$ cat config.mk
export PLATFORM = sky130hd
export DESIGN_NAME = alu
export DESIGN_NICKNAME = d
export VERILOG_FILES = /design/src/rtl/alu.sv
export SDC_FILE = /design/constraint.sdc
export NUM_CORES = 1
export LEC_CHECK = 0
export CAP_MARGIN = 10
export CORE_MARGIN = 2
export CORE_UTILIZATION = 56
export DETAILED_ROUTE_END_ITERATION = 6
export GPL_TIMING_DRIVEN = 1
export PLACE_DENSITY = 0.95
export SETUP_SLACK_MARGIN = 0.5
export SYNTH_ARGS = -nofsm -noshare
export SYNTH_HDL_FRONTEND = slang
export SYNTH_SLANG_ARGS = --single-unit
export TNS_END_PERCENT = 30
$ cat constraint.sdc
create_clock -name clk -period 7.1 [get_ports clk]
set_input_delay 0.71 -clock clk [delete_from_list [all_inputs] [get_ports clk]]
set_output_delay 0.71 -clock clk [all_outputs]
set_load 0.005 [all_outputs]
$ cat src/rtl/alu.sv
// Five-bit bring-up execution unit: decodes an RV32I/M R- or I-type word,
// uses the rs1/rs2/imm field values as operands and registers a 5-bit result.
module alu (
    input  logic        clk,
    input  logic        rst,
    input  logic [31:0] code,
    output logic [4:0]  rd
);

    localparam logic [6:0] OP_R   = 7'b0110011;
    localparam logic [6:0] OP_I   = 7'b0010011;
    localparam logic [6:0] F7_STD = 7'b0000000;
    localparam logic [6:0] F7_ALT = 7'b0100000;
    localparam logic [6:0] F7_MUL = 7'b0000001;

    logic [6:0] opcode;
    logic [2:0] funct3;
    logic [6:0] funct7;
    logic [4:0] a;
    logic [4:0] b;
    logic [4:0] res;
    logic       unused_dest;

    assign opcode = code[6:0];
    assign funct3 = code[14:12];
    assign funct7 = code[31:25];
    assign a      = code[19:15];
    assign b      = code[24:20];

    // The destination register field has no meaning without a register file.
    assign unused_dest = ^code[11:7];

    always_comb begin
        res = 5'b00000;
        unique case (opcode)
            OP_R: begin
                unique case ({funct7, funct3})
                    {F7_STD, 3'b000}: res = a + b;
                    {F7_ALT, 3'b000}: res = a - b;
                    {F7_MUL, 3'b000}: res = a * b;
                    {F7_STD, 3'b001}: res = a << b;
                    {F7_STD, 3'b010}: res = {4'b0000, $signed(a) < $signed(b)};
                    {F7_STD, 3'b011}: res = {4'b0000, a < b};
                    {F7_STD, 3'b100}: res = a ^ b;
                    {F7_STD, 3'b101}: res = a >> b;
                    {F7_ALT, 3'b101}: res = $signed(a) >>> b;
                    {F7_STD, 3'b110}: res = a | b;
                    {F7_STD, 3'b111}: res = a & b;
                    default:          res = 5'b00000;
                endcase
            end
            OP_I: begin
                // imm[11:5] shares the funct7 bit positions and only qualifies shifts.
                unique case (funct3)
                    3'b000: res = a + b;
                    3'b010: res = {4'b0000, $signed(a) < $signed(b)};
                    3'b011: res = {4'b0000, a < b};
                    3'b100: res = a ^ b;
                    3'b110: res = a | b;
                    3'b111: res = a & b;
                    3'b001: res = (funct7 == F7_STD) ? (a << b) : 5'b00000;
                    3'b101: begin
                        if (funct7 == F7_STD)
                            res = a >> b;
                        else if (funct7 == F7_ALT)
                            res = $signed(a) >>> b;
                        else
                            res = 5'b00000;
                    end
                    default: res = 5'b00000;
                endcase
            end
            default: res = 5'b00000;
        endcase
    end

    always_ff @(posedge clk) begin
        if (rst)
            rd <= 5'b00000;
        else
            rd <= res;
    end

endmodule

## After elaboration in Yosys (flattened, before gate mapping)

Cells that the tools add are included.

- Muxes and demuxes: 6
- Shift-type cells: 3
- Equal/unequal tests: 20
- Reductions and logical operators: 3
- Add/sub/neg operators: 2
- Bitwise gates (word level): 3
- $mul: 1
- Order comparisons: 2

Operators by type and width:

| kind | number |
|---|---|
| $pmux 5 s11 | 1 |
| $eq 10x3->1 const B | 4 |
| $pmux 5 s8 | 1 |
| $eq 10x2->1 const B | 2 |
| $eq 10x9->1 const B | 2 |
| $mux 5 | 3 |
| $eq 7x6->1 const B | 2 |
| $eq 3x3->1 const B | 4 |
| $eq 10x1->1 const B | 1 |
| $eq 10x4->1 const B | 1 |
| $logic_not 10->1 | 1 |
| $lt 5x5->1 | 2 |
| $pmux 5 s2 | 1 |
| $eq 7x5->1 const B | 1 |
| $logic_not 7->1 | 1 |
| $eq 3x2->1 const B | 2 |
| $add 5x5->5 | 1 |
| $and 5x5->5 | 1 |
| $mul 5x5->5 | 1 |
| $or 5x5->5 | 1 |
| $shl 5x5->5 | 1 |
| $shr 5x5->5 | 1 |
| $sshr 5x5->5 | 1 |
| $sub 5x5->5 | 1 |
| other kinds (3) | 3 |

- Output and inout port bits: 5
- Word-level logic and storage cells: 41
- Bits of input ports: 34
- Bits in registers: 5

## Longest topological paths before layout

- Word-level depth: 5
- Gate-level depth with buffers: 13
- Mapped depth without buffers: 13

## Worst setup path after synthesis

OpenSTA, ideal clock, no wires.

- Kind: input port to flip-flop
- From: in code[22]
- To: reg rd[4]
- Path slack: 3.669 ns
- Cell stages on the path: 13
- Buffers on the path: 0
- Data arrival time: 3.355 ns
- Cell sequence: inv_1 nor2_1 ha_1 ha_1 fa_1 fa_1 xnor2_1 xnor2_1 xnor2_1 xnor2_1 nand4_1 o311a_1 o22ai_2

- Word-level cells in the longest chain between the ends: 5

RTL lines:

| item | RTL line | text |
|---|---|---|
| from (decl) | 6 | `input logic [31:0] code,` |
| parallel branches: the longest is 4 deep, another holds $mul 5x5->5 | -- |  |
| $pmux 5 s2 * | 35 | `unique case (opcode)` |
| to (signal assigned) | 81 | `rd <= res;` |
| to (decl) | 7 | `output logic [4:0] rd` |

Every way passes the cells marked *.
A chain may end at the register's enable or synchronous reset.

## Final worst setup path

- From: in code[21]
- To: reg rd[4]

Same word-level chain as after synthesis.

==> results_tabular.tex <==
\begin{tabular}{lr}
\hline
Metric & Value \\
\hline
\multicolumn{2}{l}{\textbf{Synthesis}} \\
\quad Post-synth top flop & dfxtp\_1 \\
\quad Cell accounting for the most synthesized area & ha\_1 \\
\quad Syn Nets & 310 \\
\quad Commonest cells post-synth & 25 x nand2\_1, 22 x ha\_1, 21 x o21ai\_0 \\
\quad Asr flop ratio synth & 0 \\
\quad Synthesized area & 0.00175 mm² \\
\quad Count of warnings emitted by yosys & 0 \\
\quad Most used standard cell by instance count after synthesis & nand2\_1 \\
\quad Seq/Total Area, Yosys & 0.0572 \\
\quad Synth top area share & 0.157 \\
\quad Synthesized area per cell & 7.00 µm² \\
\quad EDFF count, synth & 0 \\
\quad Cell types occupying the most area after synthesis & ha\_1 16\%, o21ai\_0 6.0\%, dfxtp\_1 5.7\% \\
\quad Instance count of the mapped netlist & 250 \\
\quad Distinct cell type count after synthesis & 52 \\
\quad FF+latch count, synth & 5 \\
\multicolumn{2}{l}{\textbf{GRT}} \\
\quad Number of antenna violations at the first check in global routing & 0 \\
\quad Wire length of the first global-routing pass & 8730 µm \\
\quad Via count of the first global-routing pass & 1875 \\
\quad Pin count of the biggest net entering global routing & 23 \\
\quad GRT Overall Usage & 0.316 \\
\quad Total grt overflow & 0 \\
\multicolumn{2}{l}{\textbf{STA}} \\
\quad Final Critical Period & 4.43 ns \\
\quad Hold Fails Final Rpt & 0 \\
\quad Count of final max-slew check failures & 0 \\
\quad Final setup violation count & 0 \\
\quad Headroom to the max-slew limit & 0.483 \\
\quad Setup slack after layout & 2.67 ns \\
\quad Highest Clock Rate & 226 MHz \\
\quad Transition time at the pin with the least slew margin & 0.774 ns \\
\quad Unrepaired setup endpoints after global routing & no \\
\quad Part of the cycle the worst path needs & 0.624 \\
\quad Final TNS setup & 0 ns \\
\quad Hold slack final & 1.25 ns \\
\multicolumn{2}{l}{\textbf{Clock tree}} \\
\quad Number of buffers on the longest clock path & 2 \\
\quad Setup fix buffers added after clock tree synthesis & 0 \\
\quad CTS tree & yes \\
\quad Sink count of the clock tree & 5 \\
\quad Clock transition at the registers of the reported paths & 0.04 ns \\
\quad Hold bufs inserted after CTS & 0 \\
\quad H-tree depth & 1 \\
\quad CTS-repair resized insts & 0 \\
\quad CTS root buffer & clkbuf\_4 \\
\quad Number of buffers inserted during clock tree synthesis & 3 \\
\multicolumn{2}{l}{\textbf{Place}} \\
\quad Placed cell area & 0.00207 mm² \\
\quad Hpwl dp & 4170 µm \\
\quad Number of port buffers & 33 \\
\quad Worst slack at placement & 2.44 ns \\
\quad RD Place Congestion & 0.966 \\
\quad Total instance count after detailed placement & 303 \\
\multicolumn{2}{l}{\textbf{Drt}} \\
\quad Detailed Route Iter0 Violations & 169 \\
\quad Number of vias per cell & 6.74 \\
\quad Iteration count of the initial detailed-routing pass & 5 \\
\quad Antenna Violating Nets Remaining & 0 \\
\quad DRC violation count after routing & 0 \\
\quad Wirelength, routed & 5500 µm \\
\quad Via count & 2069 \\
\quad Wire per inst & 17.9 µm \\
\multicolumn{2}{l}{\textbf{Die}} \\
\quad Core region area & 0.00300 mm² \\
\quad Number of top-level pins & 39 \\
\quad Overall die height & 59.9 µm \\
\quad Number of core rows & 20 \\
\quad Die area & 0.00359 mm² \\
\quad Starting density of the core & 0.583 \\
\quad Die span in x & 59.9 µm \\
\multicolumn{2}{l}{\textbf{Layout}} \\
\quad Biggest registers after layout & rd: 5 flops \\
\quad Biggest register & rd \\
\quad Layout Nets & 335 \\
\quad Share of cells above drive strength 1 & 0.0328 \\
\quad Total non-filler cell area in the finished layout & 0.00210 mm² \\
\quad Number of antenna repair diodes & 0 \\
\quad Final instance count without filler cells & 307 \\
\quad Synth-to-layout area growth & 19.7\% \\
\quad Number of flip-flops under the largest register name & 5 \\
\quad Utilization of the core after routing & 0.698 \\
\multicolumn{2}{l}{\textbf{Power and ir drop}} \\
\quad Net Sw Frac & 0.439 \\
\quad Switching pwr & 78.9 µW \\
\quad Clock Power Share & 0.195 \\
\quad Worst vdd ir & 0.0000376 V \\
\quad Combinational cell fraction of total power & 0.648 \\
\quad Internal portion of total power & 101 µW \\
\quad Post-layout power & 180 µW \\
\quad Pwr/cell area & 85.8 mW/mm² \\
\quad Share of power burned in registers & 0.157 \\
\quad Reported leakage power & 0.827 nW \\
\multicolumn{2}{l}{\textbf{Setup path}} \\
\quad CP startpoint kind & input port \\
\quad Worst endpoint data arrival time & 4.61 ns \\
\quad Family with the most delay on the worst path & buffers and inverters \\
\quad Critical Path Max Stage Delay & 0.90 ns \\
\quad Type of destination of the critical path & flop \\
\quad Critical Path RT & 7.28 ns \\
\quad Most Frequent Cell on Critical Path & xnor2\_1 \\
\quad Max Fanout on Critical Path & 17 \\
\quad Worst path bufs/invs & 2 \\
\quad WS Path Type & in2reg \\
\quad Slowest cell on the critical path & clkdlybuf4s50\_1 \\
\quad Sequence of cells on the critical path & clkdlybuf4s50\_1 > clkinv\_1 > nor2\_1 > ha\_1 > fa\_1 > fa\_1 > xnor2\_1 > xnor2\_1 > xnor2\_1 > xnor2\_1 > nand4\_1 > o311a\_1 > o22ai\_2 \\
\multicolumn{2}{l}{\textbf{Run}} \\
\quad Max cap viols & 0 \\
\multicolumn{2}{l}{\textbf{Run status}} \\
\quad Outcome & finished clean \\
\multicolumn{2}{l}{\textbf{Worst hold path}} \\
\quad Worst Hold Class & in2reg \\
\hline
\end{tabular}
==> path summary, 6_finish.rpt <==
check | cells after the start | startpoint | endpoint
max | 13 | code[21] | rd[4]
min | 3 | code[5] | rd[4]
==> routing by layer <==
metal | global-route usage | wire [µm] | up-vias
met5 | 0 | 0 | -
met4 | 0.162 | 199 | 0
met3 | 0.0476 | 549 | 35
met2 | 0.523 | 2610 | 148
met1 | 0.392 | 2140 | 918
li1 | - | - | 968
==> tightest hold or removal path: stages <==
cell and delay [ns]:
clkdlybuf4s50_1 0.43, nand3_1 0.23, o22ai_2 0.09
==> power by group through the flow <==
stage / registers [mW] / logic [mW] / clock network [mW]
2_1_floorplan: 0.0287 / 0.0740 / 0
3_3_place_gp: 0.0287 / 0.110 / 0
3_5_place_dp: 0.0287 / 0.113 / 0
4_1_cts: 0.0282 / 0.113 / 0.0344
5_1_grt: 0.0281 / 0.127 / 0.0386
6_report: 0.0282 / 0.116 / 0.0351
==> cell type report <==
cell class,instances,area [µm²]
Clock buffer,4,26.3
Fill cell,257,907
Inverter,14,52.6
Multi-Input combinational cell,218,1550
Sequential cell,5,100
Tap cell,33,41.3
Timing Repair Buffer,33,330
==> cell usage in the layout, fill, tap and decap left out, types with 6 or more instances in the layout <==
cell type / instances
a21oi_1: 14
nor3_1: 6
ha_1: 22
a31oi_1: 6
xnor2_1: 10
inv_1: 13
o21ai_0: 21
nor2b_1: 6
and2_1: 6
clkdlybuf4s50_1: 33
nor2_1: 20
nand2_1: 25
==> kinds of logic after synthesis <==
family                   synth area share
buffers and inverters              0.0600
adder cells (fa/ha/maj)             0.203
AO/OA/AOI/OAI                       0.317
flip-flops                         0.0572
multiplexers                       0.0293
XOR/XNOR                           0.0751
AND/OR/NAND/NOR                     0.259
No activity file was read; power rests on OpenSTA's default activity.
